**src/rtl/pipe_expr_hs_if.sv**
```systemverilog
// Stream handshake bundle for pipe_expr_hs: operand side (in_*) and result side (out_*).
// The slave modport is the pipeline's view; the master modport is the source/sink view.
interface pipe_expr_hs_if #(
  parameter int N = 10
);
  logic         in_valid;
  logic         in_ready;
  logic [N-1:0] A;
  logic [N-1:0] B;
  logic [N-1:0] C;
  logic [N-1:0] D;
  logic         mode;
  logic         out_valid;
  logic         out_ready;
  logic [N-1:0] F;
  logic         out_ovf;

  modport slave (
    input  in_valid, A, B, C, D, mode, out_ready,
    output in_ready, out_valid, F, out_ovf
  );

  modport master (
    output in_valid, A, B, C, D, mode, out_ready,
    input  in_ready, out_valid, F, out_ovf
  );
endinterface

```
**src/rtl/pipe_expr_hs.sv**
```systemverilog
// Three-stage streaming pipeline F = ((A+B) +/- (C-D)) * D with valid/ready backpressure.
// Define PIPE_EXPR_SAT_EN to clamp F to [0, 2^N-1] and flag clamping on out_ovf; otherwise F wraps.
module pipe_expr_hs #(
  parameter int N = 10
) (
  input  logic           clk,
  input  logic           rst,
  pipe_expr_hs_if.slave  bus
);
  localparam int W1 = N + 1;
  localparam int W3 = N + 3;
  localparam int PW = 2 * N + 3;

`ifdef PIPE_EXPR_SAT_EN
  localparam logic signed [PW-1:0] F_MAX = {{(PW-N){1'b0}}, {N{1'b1}}};

  function automatic logic [N:0] sat_res(input logic signed [PW-1:0] p);
    logic [N:0] r;
    r = {1'b0, N'(p)};
    if (p[PW-1])
      r = {1'b1, {N{1'b0}}};
    else if (p > F_MAX)
      r = {1'b1, {N{1'b1}}};
    return r;
  endfunction
`else
  function automatic logic [N-1:0] wrap_res(input logic signed [PW-1:0] p);
    return N'(p);
  endfunction
`endif

  logic adv1, adv2, adv3, in_rdy;

  logic                 vld_p1_q, vld_p1_d;
  logic        [W1-1:0] x1_p1_q, x1_p1_d;
  logic signed [W1-1:0] x2_p1_q, x2_p1_d;
  logic        [N-1:0]  d_p1_q, d_p1_d;
  logic                 mode_p1_q, mode_p1_d;

  logic                 vld_p2_q, vld_p2_d;
  logic signed [W3-1:0] x3_p2_q, x3_p2_d;
  logic        [N-1:0]  d_p2_q, d_p2_d;
  logic signed [W3-1:0] x1_ext, x2_ext;

  logic                 vld_p3_q, vld_p3_d;
  logic        [N-1:0]  f_p3_q, f_p3_d;
  logic signed [PW-1:0] x3_ext, d_ext, prod;
`ifdef PIPE_EXPR_SAT_EN
  logic                 ovf_p3_q, ovf_p3_d;
`endif

  // Ready chain: a slot may load when it is empty or its occupant moves on this cycle.
  always_comb begin
    adv3   = !vld_p3_q || bus.out_ready;
    adv2   = !vld_p2_q || adv3;
    adv1   = !vld_p1_q || adv2;
    in_rdy = adv1 && !rst;
  end

  assign bus.in_ready = in_rdy;

  // Stage 1: operand sums
  always_comb begin
    vld_p1_d  = vld_p1_q;
    x1_p1_d   = x1_p1_q;
    x2_p1_d   = x2_p1_q;
    d_p1_d    = d_p1_q;
    mode_p1_d = mode_p1_q;
    if (adv1) begin
      vld_p1_d  = bus.in_valid && in_rdy;
      x1_p1_d   = {1'b0, bus.A} + {1'b0, bus.B};
      x2_p1_d   = signed'({1'b0, bus.C} - {1'b0, bus.D});
      d_p1_d    = bus.D;
      mode_p1_d = bus.mode;
    end
  end

  // Stage 2: mode-selected combine, exact in N+3 signed bits
  always_comb begin
    x1_ext   = signed'({2'b00, x1_p1_q});
    x2_ext   = {{2{x2_p1_q[W1-1]}}, x2_p1_q};
    vld_p2_d = vld_p2_q;
    x3_p2_d  = x3_p2_q;
    d_p2_d   = d_p2_q;
    if (adv2) begin
      vld_p2_d = vld_p1_q;
      x3_p2_d  = mode_p1_q ? (x1_ext - x2_ext) : (x1_ext + x2_ext);
      d_p2_d   = d_p1_q;
    end
  end

  // Stage 3: exact product, then wrap or clamp to N bits
  always_comb begin
    x3_ext   = {{N{x3_p2_q[W3-1]}}, x3_p2_q};
    d_ext    = {{(N+3){1'b0}}, d_p2_q};
    prod     = x3_ext * d_ext;
    vld_p3_d = vld_p3_q;
    f_p3_d   = f_p3_q;
`ifdef PIPE_EXPR_SAT_EN
    ovf_p3_d = ovf_p3_q;
    if (adv3) begin
      vld_p3_d           = vld_p2_q;
      {ovf_p3_d, f_p3_d} = sat_res(prod);
    end
`else
    if (adv3) begin
      vld_p3_d = vld_p2_q;
      f_p3_d   = wrap_res(prod);
    end
`endif
  end

  always_ff @(posedge clk) begin
    if (rst) begin
      vld_p1_q  <= 1'b0;
      x1_p1_q   <= '0;
      x2_p1_q   <= '0;
      d_p1_q    <= '0;
      mode_p1_q <= 1'b0;
      vld_p2_q  <= 1'b0;
      x3_p2_q   <= '0;
      d_p2_q    <= '0;
      vld_p3_q  <= 1'b0;
      f_p3_q    <= '0;
`ifdef PIPE_EXPR_SAT_EN
      ovf_p3_q  <= 1'b0;
`endif
    end else begin
      vld_p1_q  <= vld_p1_d;
      x1_p1_q   <= x1_p1_d;
      x2_p1_q   <= x2_p1_d;
      d_p1_q    <= d_p1_d;
      mode_p1_q <= mode_p1_d;
      vld_p2_q  <= vld_p2_d;
      x3_p2_q   <= x3_p2_d;
      d_p2_q    <= d_p2_d;
      vld_p3_q  <= vld_p3_d;
      f_p3_q    <= f_p3_d;
`ifdef PIPE_EXPR_SAT_EN
      ovf_p3_q  <= ovf_p3_d;
`endif
    end
  end

  assign bus.out_valid = vld_p3_q;
  assign bus.F         = f_p3_q;
`ifdef PIPE_EXPR_SAT_EN
  assign bus.out_ovf   = ovf_p3_q;
`else
  assign bus.out_ovf   = 1'b0;
`endif

endmodule
```
**src/flat_wrapper.sv**
```systemverilog
// flat-port wrapper written by rule: the top's interface ports become plain ports
module pipe_expr_hs_flat 
#(
  parameter int N = 10
)
  (clk, rst, bus_in_valid, bus_A, bus_B, bus_C, bus_D, bus_mode, bus_out_ready, bus_in_ready, bus_out_valid, bus_F, bus_out_ovf);
  pipe_expr_hs_if #(.N(N)) bus_i ();
  input  logic clk;
  input  logic rst;
  input wire logic [$bits(bus_i.in_valid)-1:0] bus_in_valid;
  input wire logic [$bits(bus_i.A)-1:0] bus_A;
  input wire logic [$bits(bus_i.B)-1:0] bus_B;
  input wire logic [$bits(bus_i.C)-1:0] bus_C;
  input wire logic [$bits(bus_i.D)-1:0] bus_D;
  input wire logic [$bits(bus_i.mode)-1:0] bus_mode;
  input wire logic [$bits(bus_i.out_ready)-1:0] bus_out_ready;
  output wire logic [$bits(bus_i.in_ready)-1:0] bus_in_ready;
  output wire logic [$bits(bus_i.out_valid)-1:0] bus_out_valid;
  output wire logic [$bits(bus_i.F)-1:0] bus_F;
  output wire logic [$bits(bus_i.out_ovf)-1:0] bus_out_ovf;
  assign bus_i.in_valid = bus_in_valid;
  assign bus_i.A = bus_A;
  assign bus_i.B = bus_B;
  assign bus_i.C = bus_C;
  assign bus_i.D = bus_D;
  assign bus_i.mode = bus_mode;
  assign bus_i.out_ready = bus_out_ready;
  assign bus_in_ready = bus_i.in_ready;
  assign bus_out_valid = bus_i.out_valid;
  assign bus_F = bus_i.F;
  assign bus_out_ovf = bus_i.out_ovf;
  pipe_expr_hs #(.N(N)) u_core (.clk(clk), .rst(rst), .bus(bus_i));
endmodule
```
**config.mk**
```make
export PLATFORM = sky130hd
export DESIGN_NAME = pipe_expr_hs_flat
export DESIGN_NICKNAME = d
export VERILOG_FILES = /design/src/rtl/pipe_expr_hs_if.sv /design/src/rtl/pipe_expr_hs.sv /design/src/flat_wrapper.sv
export SDC_FILE = /design/constraint.sdc
export NUM_CORES = 1
export LEC_CHECK = 0
export BUFFER_PORTS_ARGS = -buffer_cell sky130_fd_sc_hd__buf_2
export CAP_MARGIN = 20
export CORE_ASPECT_RATIO = 1.5
export CORE_MARGIN = 3
export CORE_UTILIZATION = 30
export DETAILED_ROUTE_END_ITERATION = 8
export PLACE_DENSITY = 0.49
export SYNTH_ARGS = -nofsm -noshare
export SYNTH_HDL_FRONTEND = slang
export SYNTH_SLANG_ARGS = --single-unit
export TNS_END_PERCENT = 30
```
**constraint.sdc**
```tcl
create_clock -name clk -period 6.5 [get_ports clk]
set_clock_uncertainty 0.1 [all_clocks]
set_input_delay 0.975 -clock clk [delete_from_list [all_inputs] [get_ports clk]]
set_output_delay 0.975 -clock clk [all_outputs]
set_load 0.1 [all_outputs]
```
# == Word-level counts from Yosys, hierarchy flattened ==
# Cells that the tools add are included.
# W data, S select, Z words.
# totals
regBits,69
wordCells,25
out_inout_bits,13
# op_classes
n_addsub,4
n_mux,1
multipliers,1
n_reduce_logical,9
# op_table
op,count
$add A12 B11 Y13,1
$mul A13 B11 Y10,1
$mux W13,1
$sub A12 B11 Y13,1
$add A10 B10 Y11,1
$sub A10 B10 Y11,1
$logic_not A1 Y1,4
$logic_or A1 B1 Y1,3
$logic_and A1 B1 Y1,2

# == Longest topological paths before layout ==
# Gate-level depths: netlist (run 1).
# logic_depth
depth_word,6
depth_mapped,19
depth_no_buf,18

# == Least setup slack after synthesis (run 1) ==
# Ideal clock, no wire load.
# synth_path
path_kind,reg2reg
start,register u_core.x3_p2_q[2]
end,register u_core.f_p3_q[9] (netlist: u_core.bus.F[9])
period_less_slack_ps,4233
path_buffers,1
setup_ps,135
arrival_time_ps,3997
path_stages_with_launch,16
setup_slack_ps,2267
cell_sequence,dfxtp_1 clkbuf_1 nand2_1 fa_1 fa_1 inv_1 fa_1 fa_1 fa_1 xnor2_1 xnor2_1 xnor2_1 xnor2_1 xnor2_1 xnor2_1 a211oi_2
# synth_via
elab_chain_len,1
# synth_rtl
element,line,rtl
from (decl),pipe_expr_hs.sv:41,"logic signed [W3-1:0] x3_p2_q, x3_p2_d;"
from (signal assigned),pipe_expr_hs.sv:135,x3_p2_q <= x3_p2_d;
$mul A13 B11 Y10,pipe_expr_hs.sv:96,prod = x3_ext * d_ext;
to (signal assigned),pipe_expr_hs.sv:138,f_p3_q <= f_p3_d;
to (decl),pipe_expr_hs.sv:46,"logic [N-1:0] f_p3_q, f_p3_d;"
# No other way between the ends.
# A chain may end at the register's enable or synchronous reset.

# == Worst setup path after layout (run 1) ==
# layout_path
start,register u_core.x3_p2_q[3]
end,register u_core.f_p3_q[9] (netlist: u_core.bus.F[9])
# Same word-level chain as after synthesis.

==> results of run 1 <==
-- path summary, 6_finish.rpt --
check / startpoint / end / slack, ns / depth (start not counted)
max reg2reg: u_core.x3_p2_q[3] / u_core.bus.F[9] / 1.99 / 17
min: u_core.bus.F[1] / u_core.bus.F[1] / 0.35 / 2
min reg2reg: u_core.bus.F[1] / u_core.bus.F[1] / 0.35 / 2
max: u_core.x3_p2_q[3] / u_core.bus.F[9] / 1.99 / 17
-- where the power goes --
| group | internal (µW) | leakage [µW] | switching, µW |
|---|---|---|---|
| clock network | 299 | 0.000143 | 185 |
| logic | 203 | 0.00196 | 290 |
| registers | 447 | 0.000530 | 67.0 |
-- stage by stage --
step                      worst slack [ns]  utilization, %  instances  area [µm²]  hold slack, ns
after CTS                            1.982           35.62        861        5665          0.3507
after floorplan                      2.267               -        611        4932          0.3319
after global routing                 1.646           35.62        861        5665          0.3658
after detailed placement             1.994           33.75        845        5368          0.3440
final                                1.992           35.62        861        5665          0.3496
after global placement               2.064           33.75        845        5368          0.3407
-- logic make-up after synthesis --
group	after synthesis
other	1
buffers and inverters	80
AND/OR/NAND/NOR	216
AO/OA/AOI/OAI	118
XOR/XNOR	48
adder cells (fa/ha/maj)	83
multiplexers	1
flip-flops	64
-- worst max-delay path, cell delays in order (launching register included) --
cell and delay [ns]:
dfxtp_1 0.49, nand2_1 0.13, fa_1 0.51, fa_1 0.51
inv_1 0.04, ha_1 0.30, fa_1 0.54, inv_1 0.05
fa_1 0.53, inv_1 0.05, ha_1 0.32, inv_2 0.07
nor2_1 0.04, nor2_1 0.15, o21bai_1 0.11, a21oi_2 0.17
xnor2_1 0.10, a211oi_2 0.22
-- sequential cells by signal, summed over array words and instances (netlist names) --
| signal | cells |
|---|---|
| u_core.bus.F | 10 |
| u_core.x1_p1_q | 10 |
| u_core.x2_p1_q | 10 |
| u_core.mode_p1_q | 1 |
| u_core.x3_p2_q | 10 |
| u_core.bus.out_valid | 1 |
| u_core.d_p1_q | 10 |
| u_core.vld_p1_q | 1 |
| u_core.d_p2_q | 10 |
| u_core.vld_p2_q | 1 |
-- per-layer routing --
layer	track usage [%]	vias to the layer above
met3	2.076	23
met4	5.266	0
met2	26.74	71
met1	13.74	1910
li1	-	2094
met5	0	-
-- placed cells by master (no fill, tap or decap), types with 9 or more instances in the layout --
| cell | n |
|---|---|
| a211oi_1 | 15 |
| a21oi_1 | 59 |
| and2_1 | 21 |
| buf_2 | 56 |
| clkbuf_16 | 9 |
| dfxtp_1 | 64 |
| fa_1 | 25 |
| ha_1 | 58 |
| inv_1 | 51 |
| nand2_1 | 116 |
| nand2b_1 | 10 |
| nor2_1 | 34 |
| o21ai_1 | 9 |
| xnor2_1 | 40 |
-- area by class of cell --
cell class	count	share of cell area, %
clock inverter	6	1.215
multi-input combinational	467	58.92
clock buffer	10	4.042
timing repair buffer	58	5.212
inverter	53	3.511
tap	203	4.483
sequential	64	22.61
==> qor.yml, run 1 <==
outcome:
  outcome: "completed"
timing:
  finalHoldViolations: 0
  setup_tns_ns: 0
  fmax_mhz: 221.8
  drv_slew: 0
  period_needed_ns: 4.508
  relSlewSlack_pct: 31.20
  setup_violations: 0
  post-route-period-util_pct: 69.36
  tightest_slew_ns: 1.032
  rsz0062_at_grt: "no"
clock_tree:
  cts_hold_buf: 0
  cts_root_buf: "clkbuf_16"
  cts_tree: "yes"
  cts_setup_buffers: 0
  cts.repair.resized: 0
  clockBufferDepth: 2
  numCtsBuffers: 9
  cts.sinks: 64
  clock_latency_ns: 0.33
  htree_levels: 3
  clk_pin_slew_worst_paths_ns: 0.06
grt:
  grtUsageTotal_pct: 13.39
  first_global_vias: 4227
  overflow: 0
  grt_start_max_net_pins: 60
  antenna_found_initial: 0
  grt_first_pass_wirelength_um: 19800
floorplan:
  die_h_um: 163.0
  ioPinCount: 58
  rows: 56
  fp.dieArea_um2: 18050
  core_area_um2: 15910
  die_w_um: 110.7
  start_util_pct: 31.01
yosys:
  async_flop_share_pct: 0
  yosys.area_share.simple_pct: 19.66
  synth_xor_xnor_area_share_pct: 8.524
  syn-num-nets: 739
  synthFlopType: "dfxtp_1"
  synth_fa_ha_area_share_pct: 24.86
  synth.mux.area_fraction_pct: 0.2029
  netlist_instances: 611
  post_synth_num_cell_types: 44
  ys_ff_latch: 64
  synth_area_um2: 4932
  yosysTopAreaCell: "dfxtp_1"
  synth_compound_area_share_pct: 14.36
  yosysWarnings: 0
  synth_top_family_by_area: "adder cells"
  synth.avg_cell_area_um2: 8.072
  synthTopCellsByArea: "dfxtp_1 (26%), ha_1 (15%), fa_1 (10%)"
  synth_top_area_share_pct: 25.98
  yosysSeqAreaShare_pct: 25.98
  synth-edff-count: 0
  yosys-top-cells-count: "nand2_1 (116), dfxtp_1 (64), a21oi_1 (59)"
  yosys.cell_count.top_type: "nand2_1"
power_and_ir_drop:
  powerDensity_nw_per_um2: 263.3
  power_uw: 1492
  vdd_drop_max_uv: 114.8
  leakagePower_uw: 0.002630
critical_path:
  endpoint_kind: "register"
  arrival_ns: 4.65
  worstSetupPathType: "register to register"
  crit_fanout: 8
  worst_setup_path_start_kind: "register"
  crit_required_ns: 6.64
detailed_routing:
  drt-total-wl_um: 11600
  via_per_inst: 4.760
  wl_per_cell_um: 13.47
  dr.pass1.iters: 4
  wl_met2_um: 6455
  wl_met1_um: 4521
  postRouteAntennaNets: 0
  routed.top_layer: "met4"
  dr_wl_met3_um: 296
  post-route-drc-count: 0
  drtIter0Drc: 133
  vias: 4098
min_path:
  holdCritPathClass: "register to register"
layout:
  fillerInstances: 1694
  diodes: 0
  register_area_um2: 1281
  final_nets: 781
  area_growth_syn_to_layout_pct: 14.87
  drive_above_1_share_pct: 11.85
  multi_input_area_um2: 3338
flow_run:
  max_cap_violations: 0
placed_design:
  dpl.hpwl_um: 9528
  routabilityCongestion: 0.8122
  port_buffers: 56
Power figures use the tool's default switching activity.
==> inputs of run 2 (changes only) <==
- clock period: 6.5 -> 4.6 ns (I/O delays scaled with it)
==> run 2 against run 1 <==
Sequential power is 41% higher. Cell count grew 0.93%. First-iteration DRC count shrank 7.5%. Combinational power up 44%.
==> qor.yml, run 2 (synthesis results as in run 1) <==
critical_path:
  crit_required_ns: 4.70  # was 6.64 ns
  critPathLaunch: "u_core.x3_p2_q[2]"  # was u_core.x3_p2_q[3]
  worst_setup_path_start_kind: "register"  # unchanged
  crit_fanout: 6  # was 8
  worstSetupPathType: "register to register"  # unchanged
  r2r_slack_ns: 0.25  # was 1.99 ns
  arrival_ns: 4.44  # was 4.65 ns
  timing.rr.start: "u_core.x3_p2_q[2]"  # was u_core.x3_p2_q[3]
  endpoint_kind: "register"  # unchanged
  critPathCapture: "u_core.bus.F[9]"  # unchanged
  r2r.worst_path.cells: 14  # was 17
  rr_endpoint: "u_core.bus.F[9]"  # unchanged
detailed_routing:
  drt-total-wl_um: 11820  # was 11,600 µm
  vias: 4151  # was 4,098
  drtIter0Drc: 123  # was 133
  via_per_inst: 4.777  # was 4.760
  wl_per_cell_um: 13.60  # was 13.47 µm
  post-route-drc-count: 0  # unchanged
  postRouteAntennaNets: 0  # unchanged
  dr.pass1.iters: 4  # unchanged
timing:
  setup_violations: 0  # unchanged
  setup_tns_ns: 0  # unchanged
  rsz0062_at_grt: "no"  # unchanged
  fmax_mhz: 230.1  # was 221.8 MHz
  tightest_slew_ns: 0.7055  # was 1.032 ns
  finalHoldViolations: 0  # unchanged
  fin_hold_ws_ns: 0.3514  # was 0.3496 ns
  post-route-period-util_pct: 94.49  # was 69.36%
  relSlewSlack_pct: 52.85  # was 31.20%
  drv_slew: 0  # unchanged
  period_needed_ns: 4.347  # was 4.508 ns
grt:
  grtUsageTotal_pct: 13.86  # was 13.39%
  grt_start_max_net_pins: 59  # was 60
  antenna_found_initial: 0  # unchanged
  overflow: 0  # unchanged
  grt_first_pass_wirelength_um: 20240  # was 19,800 µm
  first_global_vias: 4335  # was 4,227
floorplan:
  core_area_um2: 15910  # unchanged
  ioPinCount: 58  # unchanged
  die_h_um: 163.0  # unchanged
  fp.dieArea_um2: 18050  # unchanged
  rows: 56  # unchanged
  start_util_pct: 31.01  # unchanged
  die_w_um: 110.7  # unchanged
layout:
  register_area_um2: 1291  # was 1281 µm²
  finalInstanceArea_um2: 5774  # was 5665 µm²
  fillerInstances: 1692  # was 1,694
  final_nets: 789  # was 781
  drive_above_1_share_pct: 14.26  # was 11.85%
  area_growth_syn_to_layout_pct: 17.07  # was 14.87%
  multi_input_area_um2: 3338  # unchanged
  diodes: 0  # unchanged
  final_cell_mix: "nand2_1 (116), a21oi_1 (59), ha_1 (58)"  # was nand2_1 (116), dfxtp_1 (64), a21oi_1 (59)
  final_common_cell: "nand2_1"  # unchanged
outcome:
  outcome: "completed"  # unchanged
placed_design:
  placed_cell_area_um2: 5420  # was 5368 µm²
  routabilityCongestion: 0.8589  # was 0.8122
  port_buffers: 56  # unchanged
  dpl.hpwl_um: 9805  # was 9528 µm
flow_run:
  max_cap_violations: 0  # unchanged
power_and_ir_drop:
  vdd_drop_max_uv: 180.9  # was 114.8 µV
  leakagePower_uw: 0.002693  # was 0.002630 µW
  powerDensity_nw_per_um2: 379.8  # was 263.3 nW/µm²
min_path:
  holdCritPathClass: "register to register"  # unchanged
  whs_path_depth: 2  # unchanged
  min_from: "u_core.x1_p1_q[0]"  # was u_core.bus.F[1]
clock_tree:
  clockBufferDepth: 2  # unchanged
  cts_hold_buf: 0  # unchanged
  clock_latency_ns: 0.34  # was 0.33 ns
  cts_root_buf: "clkbuf_16"  # unchanged
  htree_levels: 3  # unchanged
  cts_setup_buffers: 0  # unchanged
  numCtsBuffers: 9  # unchanged
  cts_tree: "yes"  # unchanged
  clk_pin_slew_worst_paths_ns: 0.06  # about the same
  cts.sinks: 64  # unchanged
==> run 2: cell types whose count changed in the layout (fill, tap and decap cells not counted) <==
| cell | change |
|---|---|
| clkinv_4 | -2 |
| buf_8 | +1 |
| inv_6 | +1 |
| bufinv_16 | +1 |
| clkbuf_8 | +1 |
| buf_4 | +7 |
| dfxtp_1 | -8 |
| clkbuf_1 | -1 |
| dfxtp_2 | +8 |
==> run 2: timing repair <==
| action | CTS | global route |
|---|---|---|
| endpoints found under the setup margin | 0 | 1 |
| resized for setup | 0 | 8 |
| endpoints found under the hold margin | 0 | 0 |
==> run 2: power by group <==
group          leakage, µW  internal, µW  switching, µW
Combinational      0.00200           294            417
Sequential        0.000533           635           88.0
Clock             0.000159           492            266
==> run 2: metal layers <==
| layer | vias to the layer above | part of all wire (%) | track usage (%) |
|---|---|---|---|
| li1 | 2118 | - | - |
| met1 | 1952 | 38 | 13.83 |
| met2 | 57 | 57 | 27.65 |
| met3 | 24 | 2.4 | 2.409 |
| met4 | 0 | 2.5 | 6.050 |
| met5 | - | 0 | 0 |
==> run 2: critical path: stages (launching register included) <==
cell and delay, ns:
dfxtp_1 0.46, nand2_1 0.12, fa_1 0.44, fa_1 0.54, inv_1 0.05, fa_1 0.46
fa_1 0.52, fa_1 0.44, xnor2_1 0.21, xnor2_1 0.16, xnor2_1 0.15, xnor2_1 0.11
xnor2_1 0.22, xnor2_1 0.16, a211oi_2 0.08
==> run 2: worst min-delay path by stage <==
| stage | to |
|---|---|
| after floorplan | u_core.x1_p1_q[0] |
| after global placement | u_core.bus.F[3] |
| after detailed placement | u_core.d_p1_q[0] |
| after CTS | u_core.bus.F[3] |
| after global routing | u_core.d_p1_q[2] |
| final | u_core.x1_p1_q[0] |
==> run 2: through the flow <==
stage | worst slack (ns) | instances | utilization [%] | total power, µW
6_report | 0.2533 | 869 | 36.30 | 2193
3_5_place_dp | 0.1171 | 852 | 34.08 | 1454
2_1_floorplan | 0.3675 | 611 | - | 1276
3_3_place_gp | 0.2079 | 852 | 34.08 | 1439
5_1_grt | 0.0007114 | 869 | 36.30 | 2341
4_1_cts | 0.1136 | 868 | 36.15 | 2225
==> run 2: cell type report <==
| class | instances | share of cell area, % |
|---|---|---|
| clock inverters | 6 | 1.560 |
| inverters | 53 | 3.445 |
| clock buffers | 10 | 4.139 |
| well taps | 203 | 4.399 |
| flip-flops and latches | 64 | 22.36 |
| repair buffers | 66 | 6.284 |
| multi-input cells | 467 | 57.81 |
